`src/rtl/pc_pkg.sv`:
```
// pc_pkg: shared types and helpers for the program-counter sequencer.
//   state_t        : redirect buffer FSM state (IDLE, DELAY)
//   DEF_RESET_VEC  : default PC loaded on reset
//   DEF_TRAP_VEC   : default PC loaded on trap
//   align_down()   : clears the low log2(inc) bits of an address
package pc_pkg;

  typedef enum logic {
    IDLE  = 1'b0,
    DELAY = 1'b1
  } state_t;

  localparam logic [31:0] DEF_RESET_VEC = 32'h0000_3000;
  localparam logic [31:0] DEF_TRAP_VEC  = 32'h0000_4180;

  // Widest address the helper handles; callers cast to their own XLEN.
  localparam int unsigned ADDR_MAX = 64;

  // inc is a power of two, so inc-1 is exactly the mask of bits to clear.
  function automatic logic [ADDR_MAX-1:0] align_down(input logic [ADDR_MAX-1:0] addr,
                                                      input int unsigned inc);
    return addr & ~(ADDR_MAX'(inc) - ADDR_MAX'(1));
  endfunction

endpackage

```
`src/rtl/pc_redirect_buffer.sv`:
```
// pc_redirect_buffer: holds an accepted redirect target while the delay-slot
// fetches drain, and signals when the target is due on the PC.
// Ports:
//   clk, reset     : clock, asynchronous active-low reset
//   flush          : discard any pending target, return to IDLE (trap)
//   load           : capture load_target and start counting delay slots
//   load_target    : aligned redirect target
//   advance        : a non-stalled, non-trap edge (counts one delay slot)
//   idle           : FSM is in IDLE (redirects may be accepted)
//   done           : in DELAY with no slots left; target goes on PC next edge
//   target         : held target
module pc_redirect_buffer
  import pc_pkg::*;
#(
  parameter int unsigned XLEN        = 32,
  parameter int unsigned DELAY_SLOTS = 1
) (
  input  logic            clk,
  input  logic            reset,
  input  logic            flush,
  input  logic            load,
  input  logic [XLEN-1:0] load_target,
  input  logic            advance,
  output logic            idle,
  output logic            done,
  output logic [XLEN-1:0] target
);

  // The load slot itself is the first delay slot, hence the minus one.
  localparam logic [1:0] INIT_REMAINING = (DELAY_SLOTS > 0) ? 2'(DELAY_SLOTS - 1) : 2'd0;

  state_t          state, state_next;
  logic [1:0]      remaining, remaining_next;
  logic [XLEN-1:0] target_q, target_next;

  always_ff @(posedge clk or negedge reset) begin
    if (!reset) begin
      state     <= IDLE;
      remaining <= 2'd0;
      target_q  <= '0;
    end else begin
      state     <= state_next;
      remaining <= remaining_next;
      target_q  <= target_next;
    end
  end

  always_comb begin
    state_next     = state;
    remaining_next = remaining;
    target_next    = target_q;
    if (flush) begin
      state_next     = IDLE;
      remaining_next = 2'd0;
      target_next    = '0;
    end else if (load) begin
      state_next     = DELAY;
      remaining_next = INIT_REMAINING;
      target_next    = load_target;
    end else if (advance && state == DELAY) begin
      if (remaining != 2'd0) begin
        remaining_next = remaining - 2'd1;
      end else begin
        state_next = IDLE;
      end
    end
  end

  assign idle   = (state == IDLE);
  assign done   = (state == DELAY) && (remaining == 2'd0);
  assign target = target_q;

endmodule

```
`src/rtl/pc_sequencer.sv`:
```
// pc_sequencer: program-counter sequencer driving the instruction-fetch
// address every cycle, with configurable delay slots, stall, trap and a
// redirect ready handshake.
// Ports:
//   clk              : clock
//   reset            : asynchronous active-low reset
//   stall            : hold PC and internal state this cycle
//   redirect_valid   : branch/jump target presented
//   redirect_target  : redirect destination
//   trap             : exception; overrides everything except reset
//   redirect_ready   : redirect accepted when high with redirect_valid
//   pc               : current fetch address (registered)
//   in_delay_slot    : pc is a delay-slot fetch
//   misalign         : one-cycle pulse, accepted target had low bits set
//   redirect_dropped : sticky, redirect presented while buffer busy
module pc_sequencer
  import pc_pkg::*;
#(
  parameter int unsigned     XLEN        = 32,
  parameter logic [XLEN-1:0] RESET_VEC   = XLEN'(DEF_RESET_VEC),
  parameter logic [XLEN-1:0] TRAP_VEC    = XLEN'(DEF_TRAP_VEC),
  parameter int unsigned     INC         = 4,
  parameter int unsigned     DELAY_SLOTS = 1
) (
  input  logic            clk,
  input  logic            reset,
  input  logic            stall,
  input  logic            redirect_valid,
  input  logic [XLEN-1:0] redirect_target,
  input  logic            trap,
  output logic            redirect_ready,
  output logic [XLEN-1:0] pc,
  output logic            in_delay_slot,
  output logic            misalign,
  output logic            redirect_dropped
);

  localparam logic [XLEN-1:0] LOW_MASK = XLEN'(INC - 1);

  logic            buf_idle, buf_done, accept, advance, load;
  logic [XLEN-1:0] buf_target, target_aligned, pc_inc;
  logic [XLEN-1:0] pc_next;
  logic            in_delay_slot_next, misalign_next, redirect_dropped_next;

  assign advance        = ~stall & ~trap;
  assign redirect_ready = buf_idle & advance;
  assign accept         = redirect_valid & redirect_ready;
  assign load           = accept && (DELAY_SLOTS > 0);
  assign target_aligned = XLEN'(align_down(ADDR_MAX'(redirect_target), INC));
  assign pc_inc         = pc + XLEN'(INC);  // wraps modulo 2^XLEN

  pc_redirect_buffer #(
    .XLEN        (XLEN),
    .DELAY_SLOTS (DELAY_SLOTS)
  ) u_buf (
    .clk         (clk),
    .reset       (reset),
    .flush       (trap),
    .load        (load),
    .load_target (target_aligned),
    .advance     (advance),
    .idle        (buf_idle),
    .done        (buf_done),
    .target      (buf_target)
  );

  always_ff @(posedge clk or negedge reset) begin
    if (!reset) begin
      pc               <= RESET_VEC;
      in_delay_slot    <= 1'b0;
      misalign         <= 1'b0;
      redirect_dropped <= 1'b0;
    end else begin
      pc               <= pc_next;
      in_delay_slot    <= in_delay_slot_next;
      misalign         <= misalign_next;
      redirect_dropped <= redirect_dropped_next;
    end
  end

  // Priority: trap > stall > buffer state action.
  always_comb begin
    pc_next               = pc;
    in_delay_slot_next    = in_delay_slot;
    misalign_next         = 1'b0;
    redirect_dropped_next = redirect_dropped;
    if (trap) begin
      pc_next            = TRAP_VEC;
      in_delay_slot_next = 1'b0;
    end else if (stall) begin
      pc_next = pc;
    end else if (buf_idle) begin
      if (accept) begin
        misalign_next = |(redirect_target & LOW_MASK);
        if (DELAY_SLOTS == 0) begin
          pc_next = target_aligned;
        end else begin
          pc_next            = pc_inc;
          in_delay_slot_next = 1'b1;
        end
      end else begin
        pc_next = pc_inc;
      end
    end else begin
      // Busy draining delay slots: a new redirect cannot be taken.
      if (redirect_valid) redirect_dropped_next = 1'b1;
      if (buf_done) begin
        pc_next            = buf_target;
        in_delay_slot_next = 1'b0;
      end else begin
        pc_next = pc_inc;
      end
    end
  end

endmodule

```
`config.mk`:
```
export PLATFORM = sky130hd
export DESIGN_NAME = pc_sequencer
export DESIGN_NICKNAME = d
export VERILOG_FILES = /design/src/rtl/pc_pkg.sv /design/src/rtl/pc_redirect_buffer.sv /design/src/rtl/pc_sequencer.sv
export SDC_FILE = /design/constraint.sdc
export NUM_CORES = 1
export LEC_CHECK = 0
export CORE_MARGIN = 3
export CORE_UTILIZATION = 51
export DETAILED_ROUTE_END_ITERATION = 16
export HOLD_SLACK_MARGIN = 0.03
export PLACE_DENSITY_LB_ADDON = 0.08
export RECOVER_POWER = 25
export SYNTH_ARGS = -nofsm -noshare
export SYNTH_HDL_FRONTEND = slang
export SYNTH_SLANG_ARGS = --single-unit
```
`constraint.sdc`:
```
create_clock -name clk -period 2.18 [get_ports clk]
set_clock_uncertainty 0.15 [all_clocks]
set_input_delay 0.654 -clock clk [delete_from_list [all_inputs] [get_ports clk]]
set_output_delay 0.654 -clock clk [all_outputs]
set_load 0.01 [all_outputs]
```
# --- Word-level counts from Yosys, hierarchy flattened ---
# Cells that the tools add are included.
classes:
  mul: 0
  reduce_logical: 13
  magnitude_cmp: 0
  shifts: 0
  muxes: 23
  n_div: 0
  n_eq_ne: 3
  add_sub_neg: 2
  n_bitwise: 6
ops:
  columns: ["cell", "n"]
  rows:
  - ["32-bit 2-to-1 mux", 6]
  - ["32-bit by 3-bit adder with 32-bit output (second input constant)", 1]
  - ["1-bit 2-to-1 mux", 13]
  - ["3-bit nonzero test", 3]
  - ["2-bit 2-to-1 mux", 4]
  - ["3-bit != test (second input constant)", 2]
  - ["2-bit AND reduction", 2]
  - ["4-bit AND reduction", 1]
  - ["2-bit nonzero test", 2]
  - ["1-bit bitwise AND", 3]
  - ["1-bit NOT", 3]
  - ["3-bit AND reduction", 1]
  - ["1-bit logical AND", 2]
  - ["2-bit zero test", 1]
  - ["2-bit by 1-bit != test with 1-bit output (second input constant)", 1]
  - ["2-bit OR reduction", 1]
  - ["2-bit by 1-bit subtractor with 2-bit output (second input constant)", 1]
totals:
  out_inout_bits: 36
  ff_bits: 70
  ram_bits: 0
  latch_bits: 0
  mem_bits_ro: 0
  input_bits: 37
  memories: 0
  word_cells: 54

# --- Longest topological paths before layout ---
depth:
  depth_word: 8
  ltp_mapped: 10

# --- Cells and area by module ---
# A second synthesis with hierarchy kept.
unflattened:
  cells_unflattened: 392
  area_unflattened_um2: 3833.7
modules_own_cells:
  columns: ["mod", "area_each_um2", "cells_each", "n_inst", "seq_area_each_um2"]
  rows:
  - ["pc_sequencer", 2319.7, 271, 1, 878.3]
  - ["pc_redirect_buffer", 1514.0, 121, 1, 875.8]

# --- Worst setup path before layout ---
# Ideal clock, no wire load.
synth_path:
  path_type: "input port to flip-flop"
  start: "in trap"
  end: "reg u_buf.target_q[14], in the netlist u_buf.target[14]"
  slack_ns: 0.172
  required_time_ns: 1.895
  cell_stages: 5
  n_path_buf: 2
  arrival_ns: 1.723
  path_cell_list: "or2_1 -> clkbuf_1 -> nor3b_2 -> clkbuf_1 -> o21ai_0"
synth_via:
  elab_chain_cells: 5
synth_rtl:
  columns: ["item", "line", "source"]
  rows:
  - ["from (decl)", "pc_sequencer.sv:30", "input logic trap,"]
  - ["1-bit NOT (no line)", null, null]
  - ["1-bit bitwise AND", "pc_sequencer.sv:45", "assign advance = ~stall & ~trap;"]
  - ["1-bit bitwise AND", "pc_sequencer.sv:46", "assign redirect_ready = buf_idle & advance;"]
  - ["1-bit bitwise AND", "pc_sequencer.sv:47", "assign accept = redirect_valid & redirect_ready;"]
  - ["2-bit nonzero test (no line)", null, null]
  - ["to (signal assigned)", "pc_redirect_buffer.sv:44", "target_q <= target_next;"]
  - ["to (decl)", "pc_redirect_buffer.sv:34", "logic [XLEN-1:0] target_q, target_next;"]
# Parallel ways exist; a longest one is shown, timed or not.
# A chain may end at the register's enable or synchronous reset.

# --- Final worst setup path ---
layout_path:
  start: "reg pc[5]"
  end: "out pc[5]"
layout_lines:
  columns: ["item", "line", "source"]
  rows:
  - ["from (decl)", "pc_sequencer.sv:32", "output logic [XLEN-1:0] pc,"]
  - ["from (signal assigned)", "pc_sequencer.sv:74", "pc <= pc_next;"]
# No word-level cell between the ends.

==> results.py <==
metrics = {
    "timing": {
        "period_minus_slack_ns": 2.12,
        "setup_viol": 0,
        "rsz0062_at_grt": "false",
        "slew_violations": 0,
        "tightest_slew_ns": 0.842,
        "relSlewSlack": 0.438,
        "hold_viol": 0,
        "clock.fmax_ghz": 0.471,
        "finalSetupTns_ns": 0,
        "fin_crit_sh": 0.974,
    },
    "critical_path": {
        "cp_num_buf_inv": 1,
        "cp.arrival_ns": 1.32,
        "cp-start-kind": "register",
        "cp_num_cells": 1,
        "path_cells": "clkdlybuf4s50_1",
        "endpoint_kind": "output pin",
        "worst_path_largest_cell_delay_ns": 0.55,
        "worst-path-max-fanout": 6,
        "worstRegToRegCells": 6,
        "cp_top_family": "buffers and inverters",
        "worst_path_max_delay_cell": "clkdlybuf4s50_1",
        "required_ns": 1.38,
        "crit_type": "reg2out",
    },
    "yosys": {
        "synthTopCellsByArea": "dfrtp_1, nand2_1, a21oi_1",
        "netlist_area_sq_mm": 0.00354,
        "ys.warnings.count": 0,
        "synth_top_cell_by_area": "dfrtp_1",
        "syn_avg_cell_area_sq_um": 8.32,
        "synthDominantCellAreaShare": 0.453,
        "synthArstFlopShare": 1.00,
        "ys_ff_latch": 66,
        "ys_seq_area_frac": 0.468,
        "netlist_instances": 425,
        "synth_edf_count": 0,
        "synthFlopType": "dfrtp_1",
        "synth_cell_type_count": 55,
    },
    "cells_and_area": {
        "diodes": 0,
        "synthToLayoutAreaGrowth_pct": 33.7,
        "finish.instance_area_sq_mm": 0.00473,
        "drive_gt1_frac": 0.172,
        "nets": 552,
        "n_fill_cell": 512,
        "multi_input_area_sq_mm": 0.00173,
        "final_common_cell": "nand2_1",
        "final_core_util": 0.724,
        "most-common-layout-cells": "nand2_1, clkdlybuf4s50_1, dfrtp_1",
        "seqCellArea_sq_mm": 0.00167,
    },
    "clock_tree": {
        "clock_latency_ns": 0.34,
        "cts.sinks": 66,
        "cts_made_buffers": 9,
        "cts-root-buf": "clkbuf_8",
        "path_clk_slew_ns": 0.07,
        "cts_tree": "done",
        "ctsLongestPathBuffers": 2,
        "cts_hold_buffers": 0,
        "cts_max_level": 3,
    },
    "drt": {
        "wl_met2_mm": 4.72,
        "ant_nets": 0,
        "met3_length_microns": 394,
        "num_vias": 3406,
        "wl_mm": 9.27,
        "drc": 0,
        "wl_met1_mm": 4.05,
        "wl_per_cell_microns": 15.6,
        "dr.pass1.iters": 5,
        "viasPerCell": 5.72,
        "first_iter_violations": 194,
        "routed.top_layer": "met4",
    },
    "die": {
        "num_rows": 29,
        "core_sq_mm": 0.00653,
        "top_level_ports": 73,
        "start_util": 0.541,
        "fp.dieH_microns": 89.3,
        "die_width_microns": 89.3,
        "dieArea_sq_mm": 0.00797,
    },
    "pwr": {
        "p_leak_nw": 1.97,
        "vdd_drop_max_v": 0.000441,
        "power_density_mw_per_mm2": 571,
    },
    "placement": {
        "dp_hpwl_mm": 6.32,
        "placed_area_sq_mm": 0.00448,
        "io_buffers": 70,
        "gp_congestion": 0.846,
    },
    "global_routing": {
        "grt_pass1_wl_mm": 15.5,
        "grt_max_degree": 45,
        "grt_pass1_vias": 3281,
        "gr-usage-all-layers": 0.249,
        "gr-total-overflow": 0,
        "antenna_found_initial": 0,
    },
    "worst_hold_path": {
        "hold_class": "in2async",
    },
    "outcome": {
        "status": "completed",
    },
    "job": {
        "cap_violations": 0,
    },
}
-- Yosys cell counts, types with 7 or more instances --
cell type and n:
nand2_1 86, buf_2 10, nand3_1 16, nor3_1 8, clkbuf_1 19, a21oi_1 38
dfrtp_1 64, nor2_1 34, o21ai_0 36, and2_1 7, nand4_1 9
-- metal layers --
metal | vias up | GRT usage
li1 | 1668 | -
met1 | 1614 | 0.325
met2 | 113 | 0.429
met3 | 11 | 0.0359
met4 | 0 | 0.0798
met5 | - | 0
-- final cells by class --
cell class | instances | share of cell area
multi-input cells | 322 | 0.366
flip-flops and latches | 66 | 0.354
repair buffers | 109 | 0.214
clock buffers | 11 | 0.0299
well taps | 77 | 0.0204
clock inverters | 5 | 0.0116
inverters | 5 | 0.00397
-- report_power, final --
group | internal (mW) | switching (mW) | total [mW]
Combinational | 0.179 | 0.181 | 0.360
Sequential | 1.27 | 0.0407 | 1.31
Clock | 0.556 | 0.472 | 1.03
-- registers in the layout, indices dropped and copies added, names as in the netlist --
| register | flops |
|---|---|
| redirect_dropped | 1 |
| in_delay_slot | 1 |
| u_buf.target | 30 |
| misalign | 1 |
| u_buf.remaining | 2 |
| u_buf.state | 1 |
| pc | 30 |
-- through the flow --
stage	cells	hold slack, ns	power [mW]	worst slack [ns]
after detailed placement	572	0.326	1.70	-0.647
after global routing	595	0.284	2.83	0.00273
after global placement	572	0.319	1.69	-0.640
after CTS	588	0.0747	2.72	-0.0708
after floorplan	426	0.208	1.49	0.172
final	595	0.225	2.70	0.0559
-- path summary, 6_finish.rpt --
path                                                      to                          from  slack [ns]
worst max-delay path                                   pc[5]             pc[5]$_DFFE_PN0P_        0.06
worst min-delay path                      misalign$_DFF_PN0_                         reset        0.22
worst max register to register            pc[31]$_DFFE_PN0P_            pc[13]$_DFFE_PN1P_        0.15
worst min register to register  redirect_dropped$_DFFE_PN0P_  redirect_dropped$_DFFE_PN0P_        0.33
max in group asynchronous                 pc[15]$_DFFE_PN0P_                         reset        0.28
min in group clk                redirect_dropped$_DFFE_PN0P_  redirect_dropped$_DFFE_PN0P_        0.33
-- cell families after synthesis --
logic type,after synthesis,share of synthesized area
AND/OR/NAND/NOR,197,0.272
AO/OA/AOI/OAI,118,0.199
flip-flops,66,0.468
buffers and inverters,38,0.0460
XOR/XNOR,3,0.00743
adder cells (fa/ha/maj),2,0.00708
other,1,0.00106
-- timing repair --
action	in CTS	in global routing
buffers inserted	0	7
pin swaps	0	2
resized for setup	16	12
cloned	0	0
hold endpoints to repair	0	0
setup endpoints to repair	19	18
Power figures use the tool's default switching activity.
